$ cat config.mk
export PLATFORM = sky130hd
export DESIGN_NAME = port_extend_arbiter_flat
export DESIGN_NICKNAME = d
export VERILOG_FILES = /design/src/rtl/port_extend_arbiter_if.sv /design/src/rtl/port_extend_arbiter.sv /design/src/flat_wrapper.sv
export SDC_FILE = /design/constraint.sdc
export NUM_CORES = 1
export LEC_CHECK = 0
export ABC_AREA = 1
export CAP_MARGIN = 20
export CORE_ASPECT_RATIO = 0.8
export CORE_UTILIZATION = 50
export DETAILED_ROUTE_END_ITERATION = 16
export GPL_TIMING_DRIVEN = 0
export HOLD_SLACK_MARGIN = 0.08
export PLACE_DENSITY = 0.85
export RECOVER_POWER = 25
export SYNTH_ARGS = -nofsm -noshare
export SYNTH_HDL_FRONTEND = slang
export SYNTH_SLANG_ARGS = --single-unit
$ cat constraint.sdc
create_clock -name clk -period 4.9 [get_ports clk]
set_clock_uncertainty 0.05 [all_clocks]
set_input_delay 1.225 -clock clk [delete_from_list [all_inputs] [get_ports clk]]
set_output_delay 1.225 -clock clk [all_outputs]
set_load 0.005 [all_outputs]
$ cat src/rtl/port_extend_arbiter_if.sv
// Requester-side and consumer-side signals of the shared width-extension stage.
// slave is the arbiter's view, master the view of the surrounding requesters/consumer.
interface port_extend_arbiter_if #(
    parameter int NREQ  = 4,
    parameter int IN_W  = 3,
    parameter int OUT_W = 4
);
    localparam int LW  = $clog2(IN_W + 1);
    localparam int IDW = $clog2(NREQ);

    logic [NREQ-1:0]      req_valid;
    logic [NREQ-1:0]      req_ready;
    logic [NREQ*IN_W-1:0] req_data;
    logic [NREQ*LW-1:0]   req_len;
    logic [NREQ-1:0]      req_signed;
    logic                 out_valid;
    logic                 out_ready;
    logic [OUT_W-1:0]     out_data;
    logic [IDW-1:0]       out_id;
    logic [15:0]          grant_cnt;

    modport slave (
        input  req_valid, req_data, req_len, req_signed, out_ready,
        output req_ready, out_valid, out_data, out_id, grant_cnt
    );

    modport master (
        output req_valid, req_data, req_len, req_signed, out_ready,
        input  req_ready, out_valid, out_data, out_id, grant_cnt
    );
endinterface

$ cat src/rtl/port_extend_arbiter.sv
// Round-robin shared sign/zero extension stage; result registered one cycle after accept.
// Backpressure: a held result (out_valid && !out_ready) blocks all req_ready.
module port_extend_arbiter #(
    parameter int NREQ  = 4,
    parameter int IN_W  = 3,
    parameter int OUT_W = 4
) (
    input logic                   clk,
    input logic                   rst,
    port_extend_arbiter_if.slave  bus
);
    localparam int LW  = $clog2(IN_W + 1);
    localparam int IDW = $clog2(NREQ);

    typedef enum logic {EMPTY = 1'b0, FULL = 1'b1} state_t;

    state_t           state;
    logic [IDW-1:0]   last_grant;
    logic [IDW-1:0]   out_id_q;
    logic [OUT_W-1:0] out_data_q;
    logic [15:0]      grant_cnt_q;

    logic             gnt_found;
    logic [IDW-1:0]   gnt_idx;
    int               cand;
    logic             accept;
    logic [NREQ-1:0]  ready;

    logic [IN_W-1:0]  sel_data;
    logic [LW-1:0]    sel_len;
    logic [LW-1:0]    len;
    logic             sel_signed;
    logic [OUT_W-1:0] data_w;
    logic [OUT_W-1:0] keep_mask;
    logic [OUT_W-1:0] shifted;
    logic             fill;
    logic [OUT_W-1:0] ext_data;

    // Search starts one past the last grant and wraps, so every requester gets a turn.
    always_comb begin
        gnt_found = 1'b0;
        gnt_idx   = '0;
        cand      = 0;
        for (int k = 1; k <= NREQ; k++) begin
            cand = (int'(last_grant) + k) % NREQ;
            if (!gnt_found && bus.req_valid[cand[IDW-1:0]]) begin
                gnt_found = 1'b1;
                gnt_idx   = cand[IDW-1:0];
            end
        end
    end

    assign accept = !rst && ((state == EMPTY) || bus.out_ready) && gnt_found;

    always_comb begin
        ready = '0;
        if (accept) begin
            ready[gnt_idx] = 1'b1;
        end
    end

    assign sel_data   = bus.req_data[int'(gnt_idx)*IN_W +: IN_W];
    assign sel_len    = bus.req_len[int'(gnt_idx)*LW +: LW];
    assign sel_signed = bus.req_signed[gnt_idx];

    // Lengths beyond the source width mean "use the whole source".
    assign len       = (sel_len > LW'(IN_W)) ? LW'(IN_W) : sel_len;
    assign data_w    = OUT_W'(sel_data);
    assign keep_mask = (OUT_W'(1) << len) - OUT_W'(1);
    assign shifted   = data_w >> (len - LW'(1));
    assign fill      = sel_signed && (len != '0) && shifted[0];
    assign ext_data  = (data_w & keep_mask) | (fill ? ~keep_mask : '0);

    always_ff @(posedge clk) begin
        if (rst) begin
            state       <= EMPTY;
            out_data_q  <= '0;
            out_id_q    <= '0;
            grant_cnt_q <= '0;
            last_grant  <= IDW'(NREQ - 1);
        end else begin
            case (state)
                EMPTY: begin
                    if (accept) begin
                        state <= FULL;
                    end
                end
                FULL: begin
                    if (bus.out_ready && !accept) begin
                        state <= EMPTY;
                    end
                end
                default: state <= EMPTY;
            endcase
            if (accept) begin
                out_data_q  <= ext_data;
                out_id_q    <= gnt_idx;
                last_grant  <= gnt_idx;
                grant_cnt_q <= grant_cnt_q + 16'd1;
            end
        end
    end

    assign bus.req_ready = ready;
    assign bus.out_valid = (state == FULL);
    assign bus.out_data  = out_data_q;
    assign bus.out_id    = out_id_q;
    assign bus.grant_cnt = grant_cnt_q;
endmodule

$ cat src/flat_wrapper.sv
// flat-port wrapper written by rule: the top's interface ports become plain ports
module port_extend_arbiter_flat 
#(
    parameter int NREQ  = 4,
    parameter int IN_W  = 3,
    parameter int OUT_W = 4
)
  (clk, rst, bus_req_valid, bus_req_data, bus_req_len, bus_req_signed, bus_out_ready, bus_req_ready, bus_out_valid, bus_out_data, bus_out_id, bus_grant_cnt);
  port_extend_arbiter_if #(.NREQ(NREQ), .IN_W(IN_W), .OUT_W(OUT_W)) bus_i ();
  input logic clk;
  input logic rst;
  input wire logic [$bits(bus_i.req_valid)-1:0] bus_req_valid;
  input wire logic [$bits(bus_i.req_data)-1:0] bus_req_data;
  input wire logic [$bits(bus_i.req_len)-1:0] bus_req_len;
  input wire logic [$bits(bus_i.req_signed)-1:0] bus_req_signed;
  input wire logic [$bits(bus_i.out_ready)-1:0] bus_out_ready;
  output wire logic [$bits(bus_i.req_ready)-1:0] bus_req_ready;
  output wire logic [$bits(bus_i.out_valid)-1:0] bus_out_valid;
  output wire logic [$bits(bus_i.out_data)-1:0] bus_out_data;
  output wire logic [$bits(bus_i.out_id)-1:0] bus_out_id;
  output wire logic [$bits(bus_i.grant_cnt)-1:0] bus_grant_cnt;
  assign bus_i.req_valid = bus_req_valid;
  assign bus_i.req_data = bus_req_data;
  assign bus_i.req_len = bus_req_len;
  assign bus_i.req_signed = bus_req_signed;
  assign bus_i.out_ready = bus_out_ready;
  assign bus_req_ready = bus_i.req_ready;
  assign bus_out_valid = bus_i.out_valid;
  assign bus_out_data = bus_i.out_data;
  assign bus_out_id = bus_i.out_id;
  assign bus_grant_cnt = bus_i.grant_cnt;
  port_extend_arbiter #(.NREQ(NREQ), .IN_W(IN_W), .OUT_W(OUT_W)) u_core (.clk(clk), .rst(rst), .bus(bus_i));
endmodule
[Word-level counts from Yosys, hierarchy flattened]
Index checks and enable logic that the tools add are counted.
Widths: inputs -> output; s select.
Storage, ports and cells
  memory bits (read-only): 0
  register bits: 25
  bits in latches: 0
  memory bits (writable): 0
  word-level logic and storage cells: 70
  output and inout bits: 27
  bits of input ports: 31
  memories: 0
Operators by class
  $mul: 1
  equality and inequality tests: 0
  mux-type cells: 26
  add/sub/neg operators: 7
  magnitude comparators: 7
  shift operators: 4
  reduce and logical (&&, ||, !) cells: 16
  divide/modulo/power cells: 0
  bitwise gates (word level): 4
Operators with widths (number)
  $shiftx 12x32->3: 1
  $add 16x1->16 const B: 1
  $lt 2x3->1 const B: 5
  $mux 1: 12
  $bmux 1 s2: 5
  $mux 2: 5
  $logic_and 1x1->1: 9
  $mux 4: 2
  $shiftx 8x4->2: 1
  $logic_not 1->1: 5
  $add 2x1->2 const B: 2
  $add 2x2->2 const B: 2
  $and 3x4->4: 1
  $mul 2x2->4 const B: 1
  $not 4->4: 1
  $or 4x4->4: 1
  $shl 1x2->4 const A: 1
  $sub 4x2->4 const B: 1
  $shr 3x2->1: 1
  $demux 1 s2: 1
  $ge 2x1->1 const B: 1
  $gt 2x2->1 const B: 1
  $pmux 1 s2: 1
  $reduce_bool 2->1: 1
  other kinds (3): 3

[Logic depth before layout (Yosys ltp)]
Gate-level depths: netlist of the first run.
  word-level depth: 21
  mapped depth: 19
  mapped depth without buffers: 18

[Least setup slack after synthesis of the first run]
No wires, ideal clock.
  path kind: input-to-output
  start point: input bus_req_valid[2]
  end point: output bus_req_ready[0]
  slack: 1317 ps
  cell stages on the path: 11
  path buffers: 1
  arrival time: 2308 ps
  required time: 3625 ps
  cell sequence: inv_1 -> nand2_1 -> nand2_1 -> nand2_1 -> o21ai_2 -> nand3_4 -> nand2_4 -> inv_2 -> clkbuf_1 -> nand2_1 -> nor2_1
On the way
  cells in the longest elaborated chain, start to end: 17
  elaborated cells on any way between the ends: 29
  those cells by class: order compare: 2; mux: 19; reduce/logical: 8
Ends and longest elaborated chain
  start: declaration: line flat_wrapper.sv:12  | input wire logic [$bits(bus_i.req_valid)-1:0] bus_req_valid;
  $bmux 1 s2: line port_extend_arbiter.sv:46  | if (!gnt_found && bus.req_valid[cand[IDW-1:0]]) begin
  $mux 1 (implied by the code): line port_extend_arbiter.sv:46
  $mux 1: line port_extend_arbiter.sv:46
  $logic_not 1->1: line port_extend_arbiter.sv:46
  $logic_and 1x1->1: line port_extend_arbiter.sv:46
  $mux 1: line port_extend_arbiter.sv:46
  $logic_not 1->1: line port_extend_arbiter.sv:46
  $logic_and 1x1->1: line port_extend_arbiter.sv:46
  $mux 1: line port_extend_arbiter.sv:46
  $logic_not 1->1: line port_extend_arbiter.sv:46
  $logic_and 1x1->1: line port_extend_arbiter.sv:46
  $mux 2: line port_extend_arbiter.sv:46
  $lt 2x3->1 (implied by the code) or $ge 2x1->1 (tied branches): line port_extend_arbiter.sv:58  | ready[gnt_idx] = 1'b1;
  $logic_and 1x1->1 (implied by the code): line port_extend_arbiter.sv:58
  $mux 1 (implied by the code): line port_extend_arbiter.sv:58
  $demux 1 s2
  $mux 4 *: line port_extend_arbiter.sv:57  | if (accept) begin
  end: declaration: line flat_wrapper.sv:17  | output wire logic [$bits(bus_i.req_ready)-1:0] bus_req_ready;
Mark *: on every way between the ends. The rest lies on a longest branch, timed or not. The select of a mux whose other input is x is not followed.

[Worst setup path in the final report of the first run]
  start point: input bus_req_valid[0]
  end point: output bus_req_ready[0]
The elaborated chain is that of the path after synthesis.

==> results of run 1 <==
==> how the worst min path moves through the flow <==
stage,depth (start not counted),endpoint,start,slack [ns]
finish,2,u_core.bus.out_id[0]$_SDFFE_PP0P_,u_core.bus.out_id[0]$_SDFFE_PP0P_,0.40
floorplan,2,u_core.bus.out_id[0]$_SDFFE_PP0P_,u_core.bus.out_id[0]$_SDFFE_PP0P_,0.39
CTS,2,u_core.bus.out_id[0]$_SDFFE_PP0P_,u_core.bus.out_id[0]$_SDFFE_PP0P_,0.40
global placement,2,u_core.bus.out_id[0]$_SDFFE_PP0P_,u_core.bus.out_id[0]$_SDFFE_PP0P_,0.38
global route,2,u_core.bus.out_id[0]$_SDFFE_PP0P_,u_core.bus.out_id[0]$_SDFFE_PP0P_,0.44
detailed placement,2,u_core.bus.out_id[0]$_SDFFE_PP0P_,u_core.bus.out_id[0]$_SDFFE_PP0P_,0.39
==> cells by family (layout without fill, tap and decap cells) <==
| logic type | Yosys count | after routing | synth area share, % |
|---|---|---|---|
| xor+xnor | 1 | 1 | 0.4737 |
| buf+inv | 56 | 116 | 13.87 |
| compound gates | 33 | 33 | 10.76 |
| simple gates | 174 | 174 | 47.16 |
| flops | 25 | 25 | 27.06 |
| fa+ha+maj | 1 | 1 | 0.6765 |
==> stage by stage <==
step / setup WS (ns) / power [W] / hold slack, ns
detailed placement: 0.01716 / 0.001317 / 0.3881
CTS: 0.01294 / 0.001439 / 0.4026
global route: 0.02731 / 0.001569 / 0.4365
global placement: 0.03063 / 0.001293 / 0.3823
finish: 0.1987 / 0.001425 / 0.3957
floorplan: 1.317 / 0.001058 / 0.3923
==> placed cells by master, fill, tap and decap left out, drive strengths merged, types with 5 or more instances in the layout <==
cell / instances
dfxtp: 25
nor3: 8
clkbuf: 5
buf: 6
nand2: 100
inv: 48
nand3: 34
nor2: 23
dlygate4sd3: 13
o21ai: 13
clkdlybuf4s50: 44
a21oi: 13
==> per-layer routing <==
layer | track usage (%) | share of wire, % | vias to the layer above
met1 | 31.19 | 49 | 886
met4 | 6.857 | 0.21 | 0
li1 | - | - | 1041
met2 | 39.56 | 47 | 36
met5 | 0 | 0 | -
met3 | 4.129 | 2.9 | 2
==> critical path: stages <==
cell             delay (ns)
clkdlybuf4s50_1        0.46
nand2_1                0.09
nand2_1                0.08
nand2_2                0.10
nand2_4                0.07
nor2_8                 0.11
nand3_4                0.11
nand2_4                0.13
nand2_4                0.10
buf_6                  0.15
inv_1                  0.07
nand2_1                0.10
nor2_1                 0.11
clkdlybuf4s50_1        0.51
==> power by group <==
part	total, W	internal (W)	switching [W]
clock network	0.000120	0.0000581	0.0000618
registers	0.000261	0.000240	0.0000209
logic	0.00104	0.000413	0.000632
total	0.00143	0.000711	0.000714
==> registers in the layout, indices dropped and copies added, names as in the netlist <==
register	flops
u_core.bus.out_id	2
u_core.last_grant	2
u_core.bus.out_valid	1
u_core.bus.grant_cnt	16
u_core.bus.out_data	4
==> synth_stat cells, types with 2 or more instances <==
cell | instances | area (um^2)
nand2_1 | 81 | 304.0
inv_1 | 43 | 161.4
nand3_1 | 31 | 155.2
dfxtp_1 | 25 | 500.5
nor2_1 | 19 | 71.32
nand2_2 | 14 | 87.58
a21oi_1 | 12 | 60.06
o21ai_0 | 12 | 60.06
nor3_1 | 6 | 30.03
buf_6 | 5 | 56.30
nand2_4 | 5 | 56.30
inv_2 | 3 | 11.26
nand3b_1 | 3 | 22.52
nand4_1 | 3 | 18.77
clkbuf_1 | 2 | 7.510
nand3_2 | 2 | 20.02
nor2_2 | 2 | 12.51
nor3_2 | 2 | 20.02
nor4_1 | 2 | 12.51
o211ai_1 | 2 | 15.01
==> cell type report <==
class	count	area (um^2)	area share, %
flip-flops and latches	25	500.5	19.91
plain buffers	7	65.06	2.588
clock buffers	4	45.04	1.792
multi-input cells	209	1092	43.45
inverters	48	187.7	7.466
repair buffers	57	570.5	22.70
well taps	42	52.55	2.091
==> results.toml, run 1 <==
[timing]
setup_tns_ns = 0
fmax_mhz = 212.7
tightest_slew_ns = 0.4904
hold_violations = 0
slew_violations = 0
rsz0062_at_grt = "no"
setup_viol = 0
fin_crit_ns = 4.701
slew_headroom_pct = 67.31
finalCritPeriodShare_pct = 95.95

[global_routing]
grt_overflow = 0
grt_pass1_vias = 1842
grtUsageTotal_pct = 23.62
antenna_found_initial = 0
grt_pass1_wl_mm = 7.659
grt_max_degree = 14

[yosys]
synth_cell_types = 36
async_flop_share_pct = 0
ys_ff_latch = 25
synth_warnings = 0
synth-edff-count = 0
syn-cell-area_um2 = 1849
syn_nets = 322
synthCells = 290
synthFlopType = "dfxtp_1"
seq_area_frac_synth_pct = 27.06
avgSynthCellArea_um2 = 6.377

[power_and_ir_drop]
power-per-cell-area_nw_per_um2 = 567.0
leakagePower_nw = 1.159
peakVddDrop_mv = 0.3398

[worst_setup_path]
endpoint_kind = "output port"
crit_path_start = "bus_req_valid[0]"
path_max_fanout = 10
critPathArrivalTime_ns = 3.43
r2r-start = "u_core.last_grant[0]$_SDFFE_PP1P_"
endpoint = "bus_req_ready[0]"
path_class = "input pin to output port"
r2r_slack_ns = 2.51
cp-start-kind = "input pin"
required_ns = 3.62
reg2regPathDepth = 15
reg2reg_to = "u_core.bus.grant_cnt[15]$_SDFFE_PP0P_"

[placed_design]
placed_cell_area_um2 = 2472
portBuffers = 57
dpl.hpwl_mm = 3.478
placed_cells = 389
gp_congestion = 0.8375

[cts]
cts_hold_repair.buffers = 0
clkTransAtPathRegs_ns = 0.08
cts_resized = 0
clockBufferDepth = 2
h-tree-depth = 1
clock-sinks = 25
cts_root_buf = "clkbuf_8"
postCtsSetupBuffers = 0
clock_latency_ns = 0.27
cts_tree = "yes"
cts_buffers = 3

[worst_hold_path]
worstHoldPathType = "flip-flop to flip-flop"

[routing]
drc_errors = 0
ant_nets = 0
drtIter0Drc = 86
vias = 1965
drt-total-wl_mm = 4.264
viasPerCell = 5.013
dr.pass1.iters = 4
wl_per_cell_um = 10.88

[layout]
fin_cells = 392
fillers = 315
nets = 383
area_delta_synth_final_pct = 35.93
final_util_pct = 72.42
drive_gt1_share_pct = 12.86
n_antenna_cell = 0
final_area_um2 = 2514

[floorplanning]
die_y_um = 56.40
core-area_um2 = 3471
io_pins = 58
chipWidth_um = 70.00
start_util_pct = 53.28
die-area_um2 = 3947
rows = 19

[job]
max-cap-violations = 0

[run_status]
status = "completed"
No activity file was read; power rests on OpenSTA's default activity.
==> run 2: changes to the inputs <==
--- a/config.mk
+++ b/config.mk
@@ -17,3 +17,4 @@
 export SYNTH_ARGS = -nofsm -noshare
 export SYNTH_HDL_FRONTEND = slang
 export SYNTH_SLANG_ARGS = --single-unit
+export TNS_END_PERCENT = 50
==> results of run 2 <==
No change in the layout: final DEF, timing and power equal those of run 1.
==> run 3: changes to the inputs <==
--- a/config.mk
+++ b/config.mk
@@ -10,7 +10,6 @@
 export CORE_ASPECT_RATIO = 0.8
 export CORE_UTILIZATION = 50
 export DETAILED_ROUTE_END_ITERATION = 16
-export GPL_TIMING_DRIVEN = 0
 export HOLD_SLACK_MARGIN = 0.08
 export PLACE_DENSITY = 0.85
 export RECOVER_POWER = 25
==> results.toml, run 3 (synthesis gave the netlist of run 1 again) <==
[routing]
ant_nets = 0
wl_per_cell_um = 10.88
drc_errors = 0
drt-total-wl_mm = 4.209
dr.pass1.iters = 4
viasPerCell = 4.972
drtIter0Drc = 67
vias = 1924

[worst_setup_path]
cpMaxStageDelayCell = "clkdlybuf4s50_1"
cpLargestDelayFamily = "simple AND/OR/NAND/NOR gates"
path_buf_inv = 3
max_stage_delay_ns = 0.51
cp-start-kind = "input pin"
path_class = "input pin to output port"
critPathArrivalTime_ns = 3.38
crit_chain = "clkdlybuf4s50_1 > nand2_1 > nand2_1 > nand2_2 > nand2_4 > nor2_8 > nand3_4 > nand2_4 > nand2_8 > inv_1 > nand2_1 > nor2_1 > clkdlybuf4s50_1"
cp_common_cell = "nand2_1"
path_max_fanout = 19
required_ns = 3.62
endpoint_kind = "output port"

[layout]
largest_reg_flops = 16
area_delta_synth_final_pct = 33.76
fillers = 311
multi_input_comb_area_um2 = 1101
nets = 378
mostFrequentLayoutCell = "nand2_1"
final_util_pct = 71.27
ff_latch_area_um2 = 500.5
layout_common_cells = "nand2_1, clkdlybuf4s50_1, inv_1, nand3_1, dfxtp_1"
fin_cells = 387
drive_gt1_share_pct = 12.17
final_area_um2 = 2474
n_antenna_cell = 0

[cts]
h-tree-depth = 1
clock_latency_ns = 0.27
cts_root_buf = "clkbuf_8"
cts_buffers = 3
clockBufferDepth = 2
clkTransAtPathRegs_ns = 0.08
postCtsSetupBuffers = 0
cts_tree = "yes"
clock-sinks = 25

[placed_design]
post-place-ws_ns = 0.2182
placed_cell_area_um2 = 2419
placed_cells = 383
gp_congestion = 0.8742
portBuffers = 57
dpl.hpwl_mm = 3.327

[floorplanning]
chipWidth_um = 70.00
core-area_um2 = 3471
rows = 19
io_pins = 58
die-area_um2 = 3947
die_y_um = 56.40
start_util_pct = 53.28

[timing]
holdWs_ns = 0.3936
finalCritPeriodShare_pct = 94.96
tightest_slew_ns = 0.4364
slew_violations = 0
fin_crit_ns = 4.653
fmax_mhz = 214.9
hold_violations = 0
layout_setup_ws_ns = 0.2468
slew_headroom_pct = 70.87
setup_viol = 0

[power_and_ir_drop]
power-per-cell-area_nw_per_um2 = 547.6
peakVddDrop_mv = 0.3191
leakagePower_nw = 1.130

[run_status]
status = "completed"

[worst_hold_path]
worstHoldPathType = "flip-flop to flip-flop"

[global_routing]
grt_max_degree = 20
antenna_found_initial = 0
grtUsageTotal_pct = 23.20
grt_pass1_wl_mm = 7.507
grt_pass1_vias = 1705
grt_overflow = 0

[job]
max-cap-violations = 0
run 3: cell types whose count changed in the layout (fill, tap and decap cells not counted):
cell             change
clkbuf_1             -2
clkinv_2             +1
nand2_4              -1
clkdlybuf4s50_1      +2
buf_4                +2
buf_2                -1
buf_6                -5
dlygate4sd3_1        -2
nand2_8              +1
run 3: power by group:
group | total [W] | internal, W | switching (W)
combinational | 0.000951 | 0.000356 | 0.000594
sequential | 0.000281 | 0.000240 | 0.0000414
clock | 0.000122 | 0.0000570 | 0.0000653
run 3: repair_timing:
item	4_1_cts	5_1_grt
endpoints found under the hold margin	0	0
endpoints found under the setup margin	0	2
hold buffers	0	0
resized for setup	0	1
run 3: through the flow:
step / total power, W / setup TNS [ns]
after floorplan: 0.001058 / 0
after global placement: 0.001208 / 0
after detailed placement: 0.001228 / 0
after CTS: 0.001353 / 0
after global routing: 0.001505 / -0.004657
final: 0.001355 / 0
run 3: per-layer routing:
layer | share of wire, % | GRT usage, % | wire length (um)
met5 | 0 | 0 | 0
met4 | 1.3 | 4.571 | 53
met3 | 3.9 | 4.129 | 164
met2 | 46 | 37.50 | 1916
met1 | 49 | 32.52 | 2075
run 3: worst min-delay path, delay by kind of cell (launching register included):
family	cells	cell delay (ns)
flip-flops	1	0.32
AND/OR/NAND/NOR	2	0.09
run 3: cell type report:
type	instances	share of cell area, %
Tap cell	42	2.124
Timing Repair Buffer	59	23.67
Sequential cell	25	20.23
Clock buffer	3	1.669
Inverter	48	7.587
Multi-Input combinational cell	209	44.51
Clock inverter	1	0.2023
run 3: worst paths after layout:
path	startpoint	cells past startpoint	to	slack (ns)
max	bus_req_valid[0]	13	bus_req_ready[2]	0.25
min	u_core.bus.out_id[0]$_SDFFE_PP0P_	2	u_core.bus.out_id[0]$_SDFFE_PP0P_	0.39
max reg2reg	u_core.last_grant[0]$_SDFFE_PP1P_	15	u_core.bus.grant_cnt[11]$_SDFFE_PP0P_	2.36
min reg2reg	u_core.bus.out_id[0]$_SDFFE_PP0P_	2	u_core.bus.out_id[0]$_SDFFE_PP0P_	0.39
